`src/rtl/alu_mdu.sv`:
```
// Execute-stage ALU with an iterative multiply/divide unit producing {HI,LO}.
// Optional macro ALU_FAST_MUL_EN: MULT/MULTU complete via a single-cycle multiplier.
module alu_mdu #(
  parameter int WIDTH = 32
) (
  input  logic                 clk,
  input  logic                 rst,
  input  logic [WIDTH-1:0]     alu_num1,
  input  logic [WIDTH-1:0]     alu_num2,
  input  logic [7:0]           alucontrol,
  input  logic                 valid_in,
  input  logic                 flush,
  output logic [WIDTH-1:0]     alu_out,
  output logic                 overflow,
  output logic                 zero,
  output logic [2*WIDTH-1:0]   hilo_out,
  output logic                 hilo_valid,
  output logic                 stall
);

  localparam int SW = $clog2(WIDTH);
  localparam logic [SW-1:0] CNT_LAST = SW'(WIDTH - 1);

  localparam logic [7:0] OP_AND   = 8'b0010_0100, OP_OR    = 8'b0010_0101;
  localparam logic [7:0] OP_XOR   = 8'b0010_0110, OP_NOR   = 8'b0010_0111;
  localparam logic [7:0] OP_ANDI  = 8'b0101_1001, OP_ORI   = 8'b0101_1010;
  localparam logic [7:0] OP_XORI  = 8'b0101_1011, OP_LUI   = 8'b0101_1100;
  localparam logic [7:0] OP_SLLV  = 8'b0000_0100, OP_SRLV  = 8'b0000_0110;
  localparam logic [7:0] OP_SRAV  = 8'b0000_0111, OP_SLT   = 8'b0010_1010;
  localparam logic [7:0] OP_SLTU  = 8'b0010_1011, OP_SLTI  = 8'b0101_0111;
  localparam logic [7:0] OP_SLTIU = 8'b0101_1000, OP_ADD   = 8'b0010_0000;
  localparam logic [7:0] OP_ADDU  = 8'b0010_0001, OP_SUB   = 8'b0010_0010;
  localparam logic [7:0] OP_SUBU  = 8'b0010_0011, OP_ADDI  = 8'b0101_0101;
  localparam logic [7:0] OP_ADDIU = 8'b0101_0110, OP_MULT  = 8'b0001_1000;
  localparam logic [7:0] OP_MULTU = 8'b0001_1001, OP_DIV   = 8'b0001_1010;
  localparam logic [7:0] OP_DIVU  = 8'b0001_1011, OP_J     = 8'b0100_1111;
  localparam logic [7:0] OP_BEQ   = 8'b0101_0001, OP_BNE   = 8'b0101_0010;
  localparam logic [7:0] OP_LB    = 8'b1110_0000, OP_LBU   = 8'b1110_0100;
  localparam logic [7:0] OP_LH    = 8'b1110_0001, OP_LHU   = 8'b1110_0101;
  localparam logic [7:0] OP_LW    = 8'b1110_0011, OP_SB    = 8'b1110_1000;
  localparam logic [7:0] OP_SH    = 8'b1110_1001, OP_SW    = 8'b1110_1011;
  localparam logic [7:0] OP_MTC0  = 8'b0110_0000;

  typedef enum logic [1:0] {S_IDLE = 2'd0, S_BUSY = 2'd1, S_DONE = 2'd2} state_t;

  state_t               state, state_next;
  logic [SW-1:0]        cnt;
  logic [WIDTH-1:0]     mcand, num1_q;
  logic [2*WIDTH-1:0]   acc, step;
  logic                 is_div_q, res_neg, rem_neg, div_zero;

  logic                 is_mult, is_div, is_signed, sign_a, sign_b, accept;
  logic [WIDTH-1:0]     a_mag, b_mag, sum, diff, ext16, div_diff;
  logic [WIDTH:0]       mul_sum, div_shift;
  logic [2*WIDTH-1:0]   fast_prod;

  // Sign-correct a raw magnitude result into the architectural {HI,LO} pair.
  function automatic logic [2*WIDTH-1:0] fix_hilo(
    input logic [2*WIDTH-1:0] raw,
    input logic               div_op,
    input logic               neg_q,
    input logic               neg_r,
    input logic               dz,
    input logic [WIDTH-1:0]   dividend
  );
    logic [WIDTH-1:0] hi, lo;
    if (div_op) begin
      hi = neg_r ? -raw[2*WIDTH-1:WIDTH] : raw[2*WIDTH-1:WIDTH];
      lo = neg_q ? -raw[WIDTH-1:0] : raw[WIDTH-1:0];
      fix_hilo = dz ? {dividend, {WIDTH{1'b1}}} : {hi, lo};
    end else begin
      fix_hilo = neg_q ? -raw : raw;
    end
  endfunction

  assign is_mult   = (alucontrol == OP_MULT) || (alucontrol == OP_MULTU);
  assign is_div    = (alucontrol == OP_DIV)  || (alucontrol == OP_DIVU);
  assign is_signed = (alucontrol == OP_MULT) || (alucontrol == OP_DIV);
  assign sign_a    = is_signed & alu_num1[WIDTH-1];
  assign sign_b    = is_signed & alu_num2[WIDTH-1];
  assign a_mag     = sign_a ? -alu_num1 : alu_num1;
  assign b_mag     = sign_b ? -alu_num2 : alu_num2;
  assign accept    = valid_in & (is_mult | is_div) & ~flush;
  assign fast_prod = {{WIDTH{1'b0}}, a_mag} * {{WIDTH{1'b0}}, b_mag};

  assign sum   = alu_num1 + alu_num2;
  assign diff  = alu_num1 - alu_num2;
  assign ext16 = {{(WIDTH-16){1'b0}}, alu_num2[15:0]};

  // Single-cycle result and signed overflow.
  always_comb begin
    alu_out  = {WIDTH{1'b0}};
    overflow = 1'b0;
    case (alucontrol)
      OP_AND:  alu_out = alu_num1 & alu_num2;
      OP_OR:   alu_out = alu_num1 | alu_num2;
      OP_XOR:  alu_out = alu_num1 ^ alu_num2;
      OP_NOR:  alu_out = ~(alu_num1 | alu_num2);
      OP_ANDI: alu_out = alu_num1 & ext16;
      OP_ORI:  alu_out = alu_num1 | ext16;
      OP_XORI: alu_out = alu_num1 ^ ext16;
      OP_LUI:  alu_out = ext16 << 16;
      OP_SLLV: alu_out = alu_num2 << alu_num1[SW-1:0];
      OP_SRLV: alu_out = alu_num2 >> alu_num1[SW-1:0];
      OP_SRAV: alu_out = $signed(alu_num2) >>> alu_num1[SW-1:0];
      OP_SLT, OP_SLTI:
        alu_out = {{(WIDTH-1){1'b0}}, $signed(alu_num1) < $signed(alu_num2)};
      OP_SLTU, OP_SLTIU:
        alu_out = {{(WIDTH-1){1'b0}}, alu_num1 < alu_num2};
      OP_ADD, OP_ADDI: begin
        alu_out  = sum;
        overflow = (alu_num1[WIDTH-1] == alu_num2[WIDTH-1]) && (sum[WIDTH-1] != alu_num1[WIDTH-1]);
      end
      OP_ADDU, OP_ADDIU, OP_J, OP_LB, OP_LBU, OP_LH, OP_LHU, OP_LW, OP_SB, OP_SH, OP_SW:
        alu_out = sum;
      OP_SUB: begin
        alu_out  = diff;
        overflow = (alu_num1[WIDTH-1] != alu_num2[WIDTH-1]) && (diff[WIDTH-1] != alu_num1[WIDTH-1]);
      end
      OP_SUBU, OP_BEQ, OP_BNE: alu_out = diff;
      OP_MTC0: alu_out = alu_num2;
      default: alu_out = {WIDTH{1'b0}};
    endcase
  end

  assign zero = (alu_out == {WIDTH{1'b0}});

  // One shift-add (mul) or restoring shift-subtract (div) iteration.
  always_comb begin
    mul_sum   = {1'b0, acc[2*WIDTH-1:WIDTH]} + (acc[0] ? {1'b0, mcand} : {(WIDTH+1){1'b0}});
    div_shift = {acc[2*WIDTH-1:WIDTH], acc[WIDTH-1]};
    div_diff  = div_shift[WIDTH-1:0] - mcand;
    if (!is_div_q) begin
      step = {mul_sum, acc[WIDTH-1:1]};
    end else if (div_shift >= {1'b0, mcand}) begin
      step = {div_diff, acc[WIDTH-2:0], 1'b1};
    end else begin
      step = {div_shift[WIDTH-1:0], acc[WIDTH-2:0], 1'b0};
    end
  end

  // FSM state register.
  always_ff @(posedge clk or posedge rst) begin
    if (rst) state <= S_IDLE;
    else     state <= state_next;
  end

  // FSM next-state logic; flush has priority over progress and accept.
  always_comb begin
    state_next = state;
    case (state)
      S_IDLE: begin
        if (accept) begin
`ifdef ALU_FAST_MUL_EN
          state_next = is_mult ? S_DONE : S_BUSY;
`else
          state_next = S_BUSY;
`endif
        end else begin
          state_next = S_IDLE;
        end
      end
      S_BUSY: begin
        if (flush)              state_next = S_IDLE;
        else if (cnt == CNT_LAST) state_next = S_DONE;
        else                    state_next = S_BUSY;
      end
      S_DONE:  state_next = S_IDLE;
      default: state_next = S_IDLE;
    endcase
  end

  // FSM output: hold the pipeline from the accept cycle through BUSY.
  always_comb begin
    if (rst) stall = 1'b0;
    else     stall = (state == S_BUSY) || ((state == S_IDLE) && accept);
  end

  // Operand capture, iteration state and registered {HI,LO} result.
  always_ff @(posedge clk or posedge rst) begin
    if (rst) begin
      cnt <= '0; mcand <= '0; num1_q <= '0; acc <= '0;
      is_div_q <= 1'b0; res_neg <= 1'b0; rem_neg <= 1'b0; div_zero <= 1'b0;
      hilo_out <= '0; hilo_valid <= 1'b0;
    end else begin
      hilo_valid <= 1'b0;
      case (state)
        S_IDLE: begin
          if (accept) begin
            cnt      <= '0;
            mcand    <= b_mag;
            acc      <= {{WIDTH{1'b0}}, a_mag};
            num1_q   <= alu_num1;
            is_div_q <= is_div;
            res_neg  <= sign_a ^ sign_b;
            rem_neg  <= sign_a;
            div_zero <= (alu_num2 == {WIDTH{1'b0}});
`ifdef ALU_FAST_MUL_EN
            if (is_mult) begin
              hilo_out   <= fix_hilo(fast_prod, 1'b0, sign_a ^ sign_b, 1'b0, 1'b0, alu_num1);
              hilo_valid <= 1'b1;
            end
`endif
          end
        end
        S_BUSY: begin
          if (!flush) begin
            acc <= step;
            cnt <= cnt + 1'b1;
            if (cnt == CNT_LAST) begin
              hilo_out   <= fix_hilo(step, is_div_q, res_neg, rem_neg, div_zero, num1_q);
              hilo_valid <= 1'b1;
            end
          end
        end
        default: ;
      endcase
    end
  end

endmodule

```
`config.mk`:
```
export PLATFORM = sky130hd
export DESIGN_NAME = alu_mdu
export DESIGN_NICKNAME = d
export VERILOG_FILES = /design/src/rtl/alu_mdu.sv
export SDC_FILE = /design/constraint.sdc
export NUM_CORES = 2
export LEC_CHECK = 0
export CAP_MARGIN = 20
export CORE_ASPECT_RATIO = 0.7
export CORE_MARGIN = 3
export CORE_UTILIZATION = 56
export CTS_BUF_LIST = sky130_fd_sc_hd__clkbuf_16
export CTS_CLUSTER_DIAMETER = 60
export DETAILED_ROUTE_END_ITERATION = 16
export GPL_ROUTABILITY_DRIVEN = 1
export PLACE_DENSITY = 0.76
export SLEW_MARGIN = 20
export SYNTH_ARGS = -nofsm -noshare
export SYNTH_HDL_FRONTEND = slang
export SYNTH_SLANG_ARGS = --single-unit
```
`constraint.sdc`:
```
create_clock -name clk -period 6.4 [get_ports clk]
set_clock_uncertainty 0.15 [all_clocks]
set_input_delay 0.64 -clock clk [delete_from_list [all_inputs] [get_ports clk]]
set_output_delay 0.64 -clock clk [all_outputs]
set_load 0.02 [all_outputs]
```
Word level (Yosys, flattened, before mapping)

Index checks and enable logic that the tools add are counted.
W data, S select, Z words.

Flip-flop bits (word level): 204
Bits of input ports: 76
Output and inout port bits: 100
Logic and storage cells: 131

Add/sub/neg operators: 10
Magnitude comparators: 3
Equality and inequality tests: 45
Shift-type cells: 3
Multiplexer cells: 26
Bitwise gates (word level): 14
Reductions and logical operators: 19

Operator list:

| operator             | number |
|---|---|
| $pmux W32 S16        | 1 |
| $mux W64             | 7 |
| $mux W32             | 5 |
| $neg A32 Y32         | 4 |
| $pmux W64 S2         | 1 |
| $eq A8 B7 Y1 const B | 12 |
| $eq A8 B6 Y1 const B | 10 |
| $eq A8 B8 Y1 const B | 8 |
| $logic_not A32 Y1    | 2 |
| $lt A32 B32 Y1       | 2 |
| $neg A64 Y64         | 1 |
| $sub A32 B32 Y32     | 2 |
| $add A32 B32 Y33     | 1 |
| $ge A33 B32 Y1       | 1 |
| $add A32 B32 Y32     | 1 |
| $and A32 B16 Y32     | 1 |
| $and A32 B32 Y32     | 1 |
| $eq A8 B5 Y1 const B | 4 |
| $not A32 Y32         | 1 |
| $or A32 B16 Y32      | 1 |
| $or A32 B32 Y32      | 1 |
| $shl A32 B5 Y32      | 1 |
| $shr A32 B5 Y32      | 1 |
| $sshr A32 B5 Y32     | 1 |
| other kinds (28)     | 50 |

Longest topological paths before layout

Depth in word-level cells: 8
Mapped depth: 22
Depth with buffers taken out: 19

Least setup slack after synthesis

Ideal clock, no wire load.

Path type: input port to output port
Start: input alu_num1[2]
End: output zero
Data arrival time: 5.251 ns
Required time: 5.610 ns
Setup slack: 0.359 ns
Stages: 18
Buffers on the path: 4
Cell sequence: clkinv_1 -> clkbuf_1 -> clkbuf_1 -> clkbuf_1 -> ha_1 -> clkbuf_1 -> o21ai_1 -> a211oi_1 -> or2_0 -> o2111a_1 -> a221o_1 -> a221o_1 -> a2111oi_0 -> nor4b_1 -> nand4b_1 -> nor4_1 -> nand4bb_1 -> nor2_1

RTL lines:

| what                                           | line | RTL |
|---|---|---|
| start, declared                                | 8    | `input logic [WIDTH-1:0] alu_num1,` |
| $sub A32 B32 Y32, or another cell as far along | 87   | `assign diff = alu_num1 - alu_num2;` |
| $pmux W32 S16 *                                | 94   | `case (alucontrol)` |
| named net alu_out[13]                          | 13   | `output logic [WIDTH-1:0] alu_out,` |
| $logic_not A32 Y1 *                            | 126  | `assign zero = (alu_out == {WIDTH{1'b0}});` |
| end, declared                                  | 15   | `output logic zero,` |

The timed path passes the listed nets; every way through them passes the cells marked *.

Worst setup path in the final report

Start: input alu_num2[21]
End: output zero

Word-level cells in the longest chain between the ends: 4

RTL lines:

| what                                                                     | line | RTL |
|---|---|---|
| start, declared                                                          | 9    | `input logic [WIDTH-1:0] alu_num2,` |
| parallel branches: the longest is 2 deep, another holds $sub A32 B32 Y32 | --   |  |
| $pmux W32 S16 *                                                          | 94   |  |
| $logic_not A32 Y1 *                                                      | 126  |  |

Mark *: on every way between the ends.

==> impl_results.md <==
* Status: complete, but fails checks
* Failing checks: negative setup slack
* RSZ-0062 raised after global routing: false
* DP HPWL at 101000 um
* Top-count cell post-synth: nand2_1
* CTS max path bufs at 3
* CP Launch Point: alu_num2[21]
* Hold Fails Final Rpt at 0
* Critical path class: in2out
* Largest net degree at the start of global routing at 100
* Final Cell Area at 31300 um2
* Reg2reg setup slack at 0.07 ns
* Initial Utilization at 57.4%
* Crit-path cells: clkdlybuf4s50_1 -> buf_4 -> mux4_2 -> buf_4 -> nor2_1 -> nor2_1 -> nor2_1 -> a31oi_1 -> nand3_1 -> o2111ai_1 -> nor4_1 -> buf_4 -> nand4b_1 -> nor4_4 -> buf_4 -> nand4bb_1 -> nor2_1 -> clkdlybuf4s15_1
* Clk network pwr share at 21.7%
* Design Power at 5810 uW
* Post-synth EDFFs at 0
* Congestion Overflow GR at 0
* Area Growth Syn to Fin at 16.2%
* Site Rows at 66
* Die Width at 268 um
* Sw Share at 46.1%
* Ports at 176
* Worst vdd ir at 0.158 mV
* Clock Latency Late Sink at 0.55 ns
* Mapped cell area at 27000 um2
* Layout cells sized above 1 at 12.9%
* Drt first pass iters at 12
* Final Max Slew Viols at 0
* Achievable clock frequency at 0.156 GHz
* Root buf cell: clkbuf_16
* Seq pwr share at 25.5%
* Static leakage at 0.0136 uW
* Nets@finish at 4052
* Worst hold-check path type: reg2reg
* Critical Path RT at 5.61 ns
* Min-Delay Endpoint: hilo_out[40]
* Syn Inst Count at 3613
* Avg Inst Size Synth at 7.46 um2
* Worst-path cell with the longest stage delay: mux4_2
* R2r startpoint: acc[0]
* Hold depth at 1
* CTS Hold Buffers Added at 0
* Die Area at 50900 um2
* Post-synth top area cell: dfrtp_1
* Final period utilization at 100%
* DRC Markers at 0
* Sequential fraction of the synthesis area at 18.9%
* Max-slew headroom at 22.4%
* Worst setup margin at -0.0268 ns
* Worst Tran Pin Value at 1.16 ns
* Top post-synthesis cells by area: dfrtp_1, ha_1, o21ai_0
* DR vias at 32834
* FF+latch count, synth at 204
* RD Place Congestion at 1.18
* Max Cap Violations at 0
* CP bufs+invs at 6
* Initial antenna violation count at 14
* Crit-path max FO at 6
* HP Start: hilo_out[40]
* Max incr delay on CP at 0.58 ns
* Vias in the first global route at 29738
* Comb pwr share at 52.8%
* DP Area at 30600 um2
* Sw power at 2680 uW
* Worst EP arrival at 5.64 ns
* Critical Path Source Type: input port
* Vias per inst at 7.40
* Tmin final at 6.43 ns
* Dpl cells at 4395
* Top cells by count, synth: nand2_1, o21ai_0, nor2_1
* Layout Cells excl Fill at 4439
* CTS Sinks at 204
* Crit-path leading delay family: simple AND/OR/NAND/NOR gates
* P_int at 3130 uW
* WL/cell at 29.5 um
* Power Dens Cells at 185 nW/um2
* First-pass GRT wire length at 191000 um
* Number of routed nets with antenna violations at 0
* CTS H-Tree Depth at 1
* Die Ht at 190 um
* FILL cells at 3965
* TritonCTS buffer count at 21
* Warning count from the yosys run at 0
* Routed WL at 131000 um
* Clk slew on worst S/H paths at 0.06 ns
* Post-synthesis net count at 3859
* Top cell type's share of synthesized area at 18.9%
* Clock tree from TritonCTS: yes
* Area of the core at 47000 um2
* 1st-iter DRT viols at 6466
* # port buffers at 175
* Reg2Reg Depth at 16
* Crit end category: output port
* Tot GR Track Use at 49.4%
* Final setup fails at 1
* Async SR Flop Fraction at 100%
* Cell variety after synth at 117
* Dominant synthesized flop cell: dfrtp_1
* Reg2reg end: hilo_out[62]
-- through the flow --
step                hold WS (ns)  setup TNS [ns]  setup slack (ns)  util, %
finish                     0.334         -0.0268           -0.0268     66.7
global route               0.371               0           0.00379     66.7
CTS                        0.338               0             0.231     66.6
detailed placement         0.319          -0.420            -0.420     65.1
global placement           0.315          -0.366            -0.366     65.1
floorplan                  0.289               0            0.0426        -
-- state kept, by name, indices dropped and copies added, names as in the netlist --
signal and cells:
num1_q 32, is_div_q 1, acc 64, cnt 5, hilo_out 64, rem_neg 1, div_zero 1, mcand 32
state 2, hilo_valid 1, res_neg 1
-- cells in the final DEF (no fill, tap or decap), types with 39 or more instances in the layout --
cell type	n
inv_1	154
o31ai_1	39
ha_1	166
and2_1	56
a22oi_1	39
clkdlybuf4s50_1	169
nor2_1	317
xnor2_1	150
o211ai_1	49
o21ai_0	360
mux4_2	57
a211oi_1	41
buf_4	270
mux2i_1	93
a21oi_1	244
dfrtp_1	202
xor2_1	43
nand2_1	412
a21o_1	43
nand3_1	108
nor3_1	71
-- power groups by stage --
stage                     clock (uW)  combinational [uW]  sequential, uW
after floorplan                    0                1830            1450
after global placement             0                2800            1490
after detailed placement           0                2860            1490
after CTS                       1240                2890            1470
after global routing            1300                3190            1480
final                           1260                3070            1480
-- per-layer routing --
layer  vias to the layer above  track usage, %  wire length, um
li1                      13678               -                -
met1                     15427            68.2            49700
met2                      3123            64.6            48600
met3                       584            25.5            25500
met4                        22            18.8             6960
met5                         -               0              168
-- timing repair --
item / in CTS / in global routing
endpoints found under the hold margin: 0 / 0
buffers inserted: 0 / 0
resized for setup: 6 / 4
pin swaps: 2 / 2
setup endpoints to repair: 1 / 1
-- final cells by class --
cell class | count | area, um2 | share of cell area (%)
diodes | 6 | 15.0 | 0.0479
clock buffers | 21 | 526 | 1.68
clock inverters | 17 | 130 | 0.415
inverters | 161 | 612 | 1.95
multi-input cells | 2965 | 20200 | 64.6
flip-flops and latches | 204 | 5110 | 16.3
well taps | 612 | 766 | 2.44
repair buffers | 453 | 3940 | 12.6
-- cell families (layout without fill, tap and decap cells) --
kind of cell / count (synthesis) / after routing / share of synthesized area (%)
xor+xnor: 193 / 193 / 6.27
other cells: 0 / 6 / 0
compound gates: 1210 / 1210 / 29.9
fa+ha+maj: 170 / 170 / 8.00
simple gates: 1221 / 1221 / 21.3
mux: 171 / 171 / 9.09
buf+inv: 444 / 652 / 6.51
flops: 204 / 204 / 18.9
-- how the worst max path moves through the flow --
| stage | slack, ns | endpoint | cells past startpoint |
|---|---|---|---|
| finish | -0.03 | zero | 18 |
| detailed placement | -0.42 | zero | 17 |
| global route | 0.004 | alu_out[30] | 18 |
| global placement | -0.37 | zero | 17 |
| CTS | 0.23 | zero | 16 |
| floorplan | 0.04 | acc[0] | 1 |
Power figures use the tool's default switching activity.
